==> config.mk <==
export PLATFORM = sky130hd
export DESIGN_NAME = ex_stage
export DESIGN_NICKNAME = d
export VERILOG_FILES = /design/src/rtl/ex_stage.sv
export SDC_FILE = /design/constraint.sdc
export NUM_CORES = 1
export LEC_CHECK = 0
export CAP_MARGIN = 20
export CELL_PAD_IN_SITES_DETAIL_PLACEMENT = 1
export CELL_PAD_IN_SITES_GLOBAL_PLACEMENT = 1
export CORE_MARGIN = 8
export CORE_UTILIZATION = 35
export CTS_CLUSTER_DIAMETER = 200
export CTS_CLUSTER_SIZE = 28
export DETAILED_ROUTE_END_ITERATION = 12
export GPL_ROUTABILITY_DRIVEN = 0
export PLACE_DENSITY_LB_ADDON = 0.08
export SKIP_CTS_REPAIR_TIMING = 1
export SYNTH_ARGS = -nofsm -noshare
export SYNTH_HDL_FRONTEND = slang
export SYNTH_SLANG_ARGS = --single-unit
export TNS_END_PERCENT = 1
==> constraint.sdc <==
create_clock -name clk -period 7.75 [get_ports clk]
set_input_delay 1.55 -clock clk [delete_from_list [all_inputs] [get_ports clk]]
set_output_delay 1.55 -clock clk [all_outputs]
set_load 0.02 [all_outputs]
==> src/rtl/ex_stage.sv <==
// rtl/ex_stage.sv - execute stage: operand forwarding, ALU, branch resolution, EX/MEM register
module ex_stage #(
   parameter int XLEN  = 32,
   parameter int OP_W  = 5,
   parameter int CAT_W = 3
) (
   input  logic             clk,
   input  logic             rst,
   input  logic [1:0]       stall,
   input  logic [XLEN-1:0]  pc_i,
   input  logic [XLEN-1:0]  npc_i,
   input  logic [XLEN-1:0]  rs1_data_i,
   input  logic [XLEN-1:0]  rs2_data_i,
   input  logic             rs1_request_i,
   input  logic             rs2_request_i,
   input  logic [4:0]       rs1_addr_i,
   input  logic [4:0]       rs2_addr_i,
   input  logic [XLEN-1:0]  imm1_i,
   input  logic [XLEN-1:0]  imm2_i,
   input  logic             imm_rs1_sel_i,
   input  logic             imm_rs2_sel_i,
   input  logic [4:0]       rd_addr_i,
   input  logic             rd_write_i,
   input  logic             rd_load_i,
   input  logic [OP_W-1:0]  op_i,
   input  logic [CAT_W-1:0] catagory_i,
   input  logic [XLEN-1:0]  branch_offset_i,
   input  logic             branch_addr_change_i,
   input  logic             predict_result_i,
   input  logic [4:0]       wb_rd_addr_i,
   input  logic             wb_rd_write_i,
   input  logic [XLEN-1:0]  wb_rd_data_i,
   output logic [XLEN-1:0]  alu_result_o,
   output logic [XLEN-1:0]  store_data_o,
   output logic [4:0]       rd_addr_o,
   output logic             rd_write_o,
   output logic             rd_load_o,
   output logic [OP_W-1:0]  op_o,
   output logic [CAT_W-1:0] catagory_o,
   output logic             branch_error_o,
   output logic [XLEN-1:0]  redirect_pc_o,
   output logic             load_use_stall_o
);

   localparam logic [1:0] ST_PASS = 2'b00;
   localparam logic [1:0] ST_BUBB = 2'b10;

   localparam logic [CAT_W-1:0] CAT_ALU = 3'd1, CAT_BR = 3'd2, CAT_JMP = 3'd3,
                                CAT_LD  = 3'd4, CAT_ST = 3'd5;

   logic [XLEN-1:0]  alu_result_q, alu_result_d, store_data_q, store_data_d;
   logic [XLEN-1:0]  redirect_q, redirect_d;
   logic [4:0]       rd_addr_q, rd_addr_d;
   logic             rd_write_q, rd_write_d, rd_load_q, rd_load_d;
   logic [OP_W-1:0]  op_q, op_d;
   logic [CAT_W-1:0] cat_q, cat_d;
   logic             err_q, err_d, err_held_q, err_held_d;

   logic [XLEN-1:0]  rs1_fwd, rs2_fwd, op_a, op_b, alu_res, pc_plus4, jmp_tgt, actual_npc;
   logic             taken, is_ctrl, mispredict, lu_rs1, lu_rs2, flush, ex_valid;
   logic             unused_predict;

   assign unused_predict = predict_result_i;

   // Own EX/MEM result outranks MEM/WB; a load in EX/MEM has no data yet and is never forwarded.
   always_comb begin
      rs1_fwd = rs1_data_i;
      if (rs1_addr_i != 5'd0 && rd_write_q && !rd_load_q && rd_addr_q == rs1_addr_i)
         rs1_fwd = alu_result_q;
      else if (rs1_addr_i != 5'd0 && wb_rd_write_i && wb_rd_addr_i == rs1_addr_i)
         rs1_fwd = wb_rd_data_i;
      rs2_fwd = rs2_data_i;
      if (rs2_addr_i != 5'd0 && rd_write_q && !rd_load_q && rd_addr_q == rs2_addr_i)
         rs2_fwd = alu_result_q;
      else if (rs2_addr_i != 5'd0 && wb_rd_write_i && wb_rd_addr_i == rs2_addr_i)
         rs2_fwd = wb_rd_data_i;
      op_a = imm_rs1_sel_i ? imm1_i : rs1_fwd;
      op_b = imm_rs2_sel_i ? imm2_i : rs2_fwd;
   end

   always_comb begin
      pc_plus4 = pc_i + XLEN'(4);
      alu_res  = '0;
      taken    = 1'b0;
      case (op_i)
         5'd1:  alu_res = op_a + op_b;
         5'd2:  alu_res = op_a - op_b;
         5'd3:  alu_res = op_a << op_b[4:0];
         5'd4:  alu_res = {{(XLEN-1){1'b0}}, $signed(op_a) < $signed(op_b)};
         5'd5:  alu_res = {{(XLEN-1){1'b0}}, op_a < op_b};
         5'd6:  alu_res = op_a ^ op_b;
         5'd7:  alu_res = op_a >> op_b[4:0];
         5'd8:  alu_res = $unsigned($signed(op_a) >>> op_b[4:0]);
         5'd9:  alu_res = op_a | op_b;
         5'd10: alu_res = op_a & op_b;
         5'd11: taken = (op_a == op_b);
         5'd12: taken = (op_a != op_b);
         5'd13: taken = ($signed(op_a) < $signed(op_b));
         5'd14: taken = ($signed(op_a) >= $signed(op_b));
         5'd15: taken = (op_a < op_b);
         5'd16: taken = (op_a >= op_b);
         default: alu_res = '0;
      endcase
      jmp_tgt = (branch_addr_change_i ? op_a : pc_i) + branch_offset_i;
      if (branch_addr_change_i)
         jmp_tgt[0] = 1'b0;
      is_ctrl    = (catagory_i == CAT_BR) || (catagory_i == CAT_JMP);
      actual_npc = pc_plus4;
      if (catagory_i == CAT_JMP)
         actual_npc = jmp_tgt;
      else if (catagory_i == CAT_BR && taken)
         actual_npc = pc_i + branch_offset_i;
      mispredict = is_ctrl && (actual_npc != npc_i);
   end

   always_comb begin
      lu_rs1 = rs1_request_i && !imm_rs1_sel_i && (rs1_addr_i == rd_addr_q);
      lu_rs2 = rs2_request_i && !imm_rs2_sel_i && (rs2_addr_i == rd_addr_q);
      load_use_stall_o = rd_load_q && rd_write_q && (rd_addr_q != 5'd0) && (lu_rs1 || lu_rs2);
   end

   // While branch_error_o is high the instruction in EX is wrong-path and is squashed.
   always_comb begin
      flush    = (stall == ST_BUBB) || load_use_stall_o || err_q;
      ex_valid = !flush;
      err_d    = mispredict && ex_valid && !err_held_q;
      redirect_d = err_d ? actual_npc : '0;
      err_held_d = (stall != ST_PASS && stall != ST_BUBB) ? (err_held_q || err_d) : 1'b0;
      alu_result_d = alu_result_q;
      store_data_d = store_data_q;
      rd_addr_d    = rd_addr_q;
      rd_write_d   = rd_write_q;
      rd_load_d    = rd_load_q;
      op_d         = op_q;
      cat_d        = cat_q;
      if (flush) begin
         alu_result_d = '0;
         store_data_d = '0;
         rd_addr_d    = '0;
         rd_write_d   = 1'b0;
         rd_load_d    = 1'b0;
         op_d         = '0;
         cat_d        = '0;
      end else if (stall == ST_PASS) begin
         case (catagory_i)
            CAT_ALU:        alu_result_d = alu_res;
            CAT_JMP:        alu_result_d = pc_plus4;
            CAT_LD, CAT_ST: alu_result_d = op_a + op_b;
            default:        alu_result_d = '0;
         endcase
         store_data_d = (catagory_i == CAT_ST) ? rs2_fwd : '0;
         rd_addr_d    = rd_addr_i;
         rd_write_d   = rd_write_i;
         rd_load_d    = rd_load_i;
         op_d         = op_i;
         cat_d        = catagory_i;
      end
   end

   always_ff @(posedge clk) begin
      if (!rst) begin
         alu_result_q <= '0;
         store_data_q <= '0;
         redirect_q   <= '0;
         rd_addr_q    <= '0;
         rd_write_q   <= 1'b0;
         rd_load_q    <= 1'b0;
         op_q         <= '0;
         cat_q        <= '0;
         err_q        <= 1'b0;
         err_held_q   <= 1'b0;
      end else begin
         alu_result_q <= alu_result_d;
         store_data_q <= store_data_d;
         redirect_q   <= redirect_d;
         rd_addr_q    <= rd_addr_d;
         rd_write_q   <= rd_write_d;
         rd_load_q    <= rd_load_d;
         op_q         <= op_d;
         cat_q        <= cat_d;
         err_q        <= err_d;
         err_held_q   <= err_held_d;
      end
   end

   assign alu_result_o   = alu_result_q;
   assign store_data_o   = store_data_q;
   assign rd_addr_o      = rd_addr_q;
   assign rd_write_o     = rd_write_q;
   assign rd_load_o      = rd_load_q;
   assign op_o           = op_q;
   assign catagory_o     = cat_q;
   assign branch_error_o = err_q;
   assign redirect_pc_o  = redirect_q;

endmodule
; ---- Word-level counts from Yosys, hierarchy flattened
; Index checks and enable logic that the tools add are counted.
[totals]
latchBits = 0
ram_bits = 0
word_cells = 113
rom_bits = 0
output_inout_bits = 113
ff_bits = 113
n_memories = 0
[classes]
div_mod_pow = 0
n_eq_ne = 32
shifts = 3
n_reduce_logical = 41
mux = 14
magnitude_cmp = 4
bitwise = 4
n_mul = 0
addsub = 5
[ops]
columns = operator, count
row1 = 2-to-1 mux 32 bit, 10
row2 = case mux 32 bit (10 select lines), 1
row3 = adder 32 bit, 3
row4 = case mux 32 bit (3 select lines), 1
row5 = greater-or-equal comparator 32 bit, 2
row6 = < comparator 32 bit, 2
row7 = inequality test 32 bit, 2
row8 = equality test 5 x 4 -> 1 bit (second input constant), 8
row9 = adder 32 x 3 -> 32 bit (second input constant), 1
row10 = AND 32 bit, 1
row11 = equality test 32 bit, 1
row12 = OR 32 bit, 1
row13 = left shift 32 x 5 -> 32 bit, 1
row14 = >> shifter 32 x 5 -> 32 bit, 1
row15 = >>> shifter 32 x 5 -> 32 bit, 1
row16 = subtractor 32 bit, 1
row17 = XOR 32 bit, 1
row18 = equality test 5 bit, 6
row19 = logical AND 1 bit, 22
row20 = equality test 5 x 3 -> 1 bit (second input constant), 4
row21 = nonzero test 5 bit, 3
row22 = equality test 5 x 2 -> 1 bit (second input constant), 2
row23 = equality test 3 x 2 -> 1 bit (second input constant), 2
row24 = equality test 3 bit (second input constant), 2
row25 = other kinds (14), 24

; ---- Depth between registers and ports, before layout
[logic_depth]
word_depth = 16
ltp_mapped = 29

; ---- Worst setup path after synthesis
; OpenSTA, ideal clock, no wires.
[synth_path]
path_kind = input-to-reg
start = in rs2_addr_i[1]
end = reg redirect_q[0] (netlist: redirect_pc_o[0])
setup_ns = 0.132
n_path_buf = 6
setup_slack_ns = -0.527
arrival_time_ns = 8.145
path_stages = 26
required_ns = 7.618
path_cell_list = or4_1 o21ai_0 or3_1 buf_2 a31oi_1 mux2i_1 clkbuf_1 clkbuf_1 ha_1 clkbuf_1 nand3b_1 a21oi_2 o311ai_2 a31oi_2 or4_1 a21oi_1 o311ai_1 a21oi_1 buf_2 a21oi_1 a32o_1 or4_1 or3_1 nor4_4 buf_4 nor3_1
[synth_via]
elab_chain_cells = 16
elab_cells_between_ends = 33
[synth_lines]
columns = element, line_no
row1 = "start, declared", 17  ; input logic [4:0] rs2_addr_i,
row2 = nonzero test 5 bit, "73, 75"
row3 = "logical AND 1 bit, on equally long branches (2 in a row)", "75, 73"
row4 = 2-to-1 mux 32 bit / logical AND 1 bit (equally long branches), "75, 73"
row5 = 2-to-1 mux 32 bit, 73  ; if (rs2_addr_i != 5'd0 && rd_write_q && !rd_load_q && rd_addr_q == rs2_addr_i)
row6 = 2-to-1 mux 32 bit, 78  ; op_b = imm_rs2_sel_i ? imm2_i : rs2_fwd;
row7 = "greater-or-equal comparator 32 bit, or another cell as far along", 101  ; 5'd16: taken = (op_a >= op_b);
row8 = case mux 1 bit (6 select lines), 85  ; case (op_i)
row9 = logical AND 1 bit, 111  ; else if (catagory_i == CAT_BR && taken)
row10 = 2-to-1 mux 32 bit, 111
row11 = 2-to-1 mux 32 bit, 109  ; if (catagory_i == CAT_JMP)
row12 = inequality test 32 bit, 113  ; mispredict = is_ctrl && (actual_npc != npc_i);
row13 = logical AND 1 bit, 113
row14 = logical AND 1 bit (2 in a row), 126  ; err_d = mispredict && ex_valid && !err_held_q;
row15 = AND reduction 2 bit (no source line), --
row16 = "end signal, assigned", 175  ; redirect_q <= redirect_d;
row17 = "end, declared", 52  ; logic [XLEN-1:0] redirect_q, redirect_d;
; Several ways; a longest one is shown, not always the timed one.
; A chain may end at the register's enable or synchronous reset.

; ---- Worst setup path in the final report
[layout_path]
start = in rs2_addr_i[1]
end = reg redirect_q[2] (netlist: redirect_pc_o[2])
; The elaborated chain is that of the path after synthesis.

==> out/summary.txt <==
CTS buffer count = 17
Layout Skew = 0.0181 ns
Endpoint, Worst Hold = catagory_o[2]
Initial drt markers = 3026
Crit path max-delay family = simple AND/OR/NAND/NOR gates
Worst hold stages = 2
Largest fanout on the critical path = 9
Slew Limit Fails = 0
Max Root-Sink Buffers = 2
Place WS = -1.26 ns
Critical Path AT = 8.60 ns
Met3 global-route usage = 11.7%
Max_cap viols = 0
Fin. Hold Viols = 0
Buf+Inv Stages, Crit Path = 9
Violated checks = negative setup slack
Startpoint Class = input pin
Number of enable flip-flop cells after synthesis = 0
CTS Sinks = 113
Crit path required time = 8.14 ns
Root buffer cell = clkbuf_16
Final setup violation count = 34
Reg2reg setup slack = 0.71 ns
Final worst-path cycle share = 106%
Ys flop type = dfxtp_1
Fin crit period = 8.21 ns
#FFs+latches synth = 113
Port Buf Inserts = 408
Final #Nets = 4243
Min-delay src = catagory_o[2]
Met2 Use GR = 62.7%
Vias in the first global route = 29.9k
# H-tree levels = 4
Post-DP HPWL = 114000 um
Outcome = finished, violations left
Synth-to-Final Area Change = 48.9%
R2r worst-path depth = 26
Area after DPL = 29200 sq um
FMAX = 0.122 GHz
FF-to-FF Start = rd_addr_o[2]
Most used cell, CP = buf_4
Pwr per Cell Area = 128 nW/um^2
Initial antenna violation count = 11
Unique masters post-synth = 87
Worst setup EP type = flop
VDD IR max = 0.000193 V
Clk_lat worst skew = 0.51 ns
ANT nets after route = 0
GR Util met1 = 46.6%
Critical path class = input pin to flop
Initial core utilization = 35.3%
Sequential area share after synthesis = 10.9%
Total gr overflow = 0
Mean Syn Cell Area = 6.88 sq um
Unrepaired setup endpoints after global routing = true
DIE AREA = 67200 sq um
Final Worst Setup Slack = -0.462 ns
I/O pins = 410
Via density = 6.55
First-pass iteration count of the detailed router = 6
Clk pin slew, worst setup/hold paths = 0.06 ns
Max incr delay on CP = 0.57 ns
First-pass GRT wire length = 201000 um
Cells after synthesis = 3007
Final Instance Area = 30800 sq um
Chip Height = 259 um
Share of post-route cells with drive strength above 1 = 20.5%
DR WL/cell = 31.4 um
Post-synth ARST share = 0%
Residual DRC = 0
Largest net degree at the start of global routing = 70
Synthesized area = 20700 sq um
Worst-margin pin slew = 1.19 ns
GRT Resource Usage Total = 39.9%
Reg-to-reg critical path endpoint = redirect_pc_o[2]
Worst rel slew slack = 20.4%
Leak = 12.7 nW
Die W = 259 um
Core footprint = 58700 sq um
Hold crit path type = flop to flop
GRT busiest layer = met2
Critical-path top delay cell = or4b_4
Synthesized Nets = 3468
Yosys warns = 0
CTS tree = built
Vias = 30.0k
Final wirelength = 144000 um
Std-Cell Rows = 89
metrics by stage:
step / setup TNS, ns / hold slack [ns] / power, mW / std cells / utilization, %
4_1_cts: -24.95 / 0.464 / 3.78 / 4533 / 50.7
5_1_grt: -19.23 / 0.476 / 4.07 / 4574 / 52.5
2_1_floorplan: 0 / 0.445 / 1.81 / 3007 / -
6_report: -13.23 / 0.463 / 3.95 / 4576 / 52.5
3_3_place_gp: -36.99 / 0.446 / 2.86 / 4502 / 49.7
3_5_place_dp: -42.92 / 0.455 / 2.93 / 4502 / 49.7
Yosys cell counts, types with 10 or more instances:
cell | number | area, sq um
a21oi_1 | 305 | 1530
nor2_1 | 292 | 1100
nand2_1 | 271 | 1020
o21ai_0 | 190 | 951
mux2i_1 | 173 | 1730
ha_1 | 160 | 2000
clkbuf_1 | 157 | 589
inv_1 | 123 | 462
xnor2_1 | 118 | 1030
dfxtp_1 | 113 | 2260
nand3_1 | 100 | 500
nor3_1 | 66 | 330
nor4_1 | 58 | 363
a22oi_1 | 56 | 420
a211oi_1 | 49 | 368
xor2_1 | 49 | 429
nand2b_1 | 39 | 244
a31oi_1 | 38 | 238
a311oi_1 | 37 | 324
mux2_2 | 36 | 405
a221oi_1 | 33 | 289
o211ai_1 | 33 | 248
a21o_1 | 32 | 240
and3_1 | 30 | 188
o22ai_1 | 29 | 181
nor2b_1 | 28 | 175
buf_1 | 27 | 101
buf_2 | 26 | 130
or3_1 | 24 | 150
nand4_1 | 23 | 144
o21a_1 | 22 | 165
o221ai_1 | 21 | 184
o21bai_1 | 20 | 150
a221o_1 | 18 | 180
a2111oi_0 | 16 | 140
o2111ai_1 | 13 | 114
and2_1 | 12 | 75.1
o31ai_1 | 12 | 90.1
a21boi_0 | 11 | 82.6
nor3b_1 | 11 | 82.6
and4_1 | 10 | 87.6
worst max-delay path by stage:
stage,start,to,slack (ns),cells past startpoint
global placement,rs2_addr_i[1],redirect_pc_o[3],-1.10,27
finish,rs2_addr_i[1],redirect_pc_o[2],-0.46,29
floorplan,rs2_addr_i[1],redirect_pc_o[0],0.006,28
CTS,rs2_addr_i[1],redirect_pc_o[3],-0.80,29
detailed placement,rs2_addr_i[1],redirect_pc_o[3],-1.26,29
global route,rs2_addr_i[1],redirect_pc_o[2],-0.63,32
placed cells by master, fill, tap and decap left out, types with 28 or more instances in the layout:
cell type and instances:
nor3_1 65, nand2_1 268, a21o_1 32, a31oi_1 38
nand3_1 96, clkdlybuf4s50_1 401, a22oi_1 56, a21oi_1 280
a211oi_1 45, mux2_2 32, o211ai_1 33, o22ai_1 29
nand2b_1 38, o21ai_0 177, a311oi_1 34, xnor2_1 113
xor2_1 49, inv_1 123, mux2i_1 159, buf_4 529
a221oi_1 31, and3_1 30, nor2_1 285, nor2b_1 28
nor4_1 48, ha_1 150, dfxtp_1 113
report_power, final:
group	leakage, nW	switching (mW)	internal (mW)
Clock	0.263	0.406	0.441
Combinational	11.5	1.45	1.05
Sequential	0.914	0.0148	0.592
Total	12.7	1.87	2.08
tightest hold or removal path: stages, from the launching register on:
cell	delay [ns]
dfxtp_1	0.31
nand2_1	0.05
a21oi_1	0.05
metal layers:
metal  share of wire, %  vias up  routed length [um]
met2                 43     1981               62400
li1                   -    12800                   -
met5             0.0063        -                   9
met1                 37    14700               53700
met3                 11      555               16000
met4                8.1        2               11600
final cells by class:
| class | count | area (sq um) |
|---|---|---|
| fill | 7404 | 27900 |
| multi-input combinational | 2555 | 17900 |
| timing repair buffer | 969 | 8640 |
| sequential | 113 | 2260 |
| tap | 773 | 967 |
| inverter | 126 | 473 |
| clock buffer | 17 | 425 |
| clock inverter | 14 | 131 |
| antenna | 9 | 22.5 |
cells by family after synthesis:
| family | count (synthesis) | share of synthesized area [%] |
|---|---|---|
| simple gates | 992 | 22.6 |
| xor+xnor | 167 | 7.07 |
| compound gates | 1021 | 32.5 |
| fa+ha+maj | 164 | 10.1 |
| flops | 113 | 10.9 |
| mux | 210 | 10.4 |
| buf+inv | 340 | 6.40 |
state kept, by name, summed over array words and instances, names as in the netlist:
signal / count
alu_result_o: 32
branch_error_o: 1
catagory_o: 3
err_held_q: 1
op_o: 5
rd_addr_o: 5
rd_load_o: 1
rd_write_o: 1
redirect_pc_o: 32
store_data_o: 32
Power figures use the tool's default switching activity.
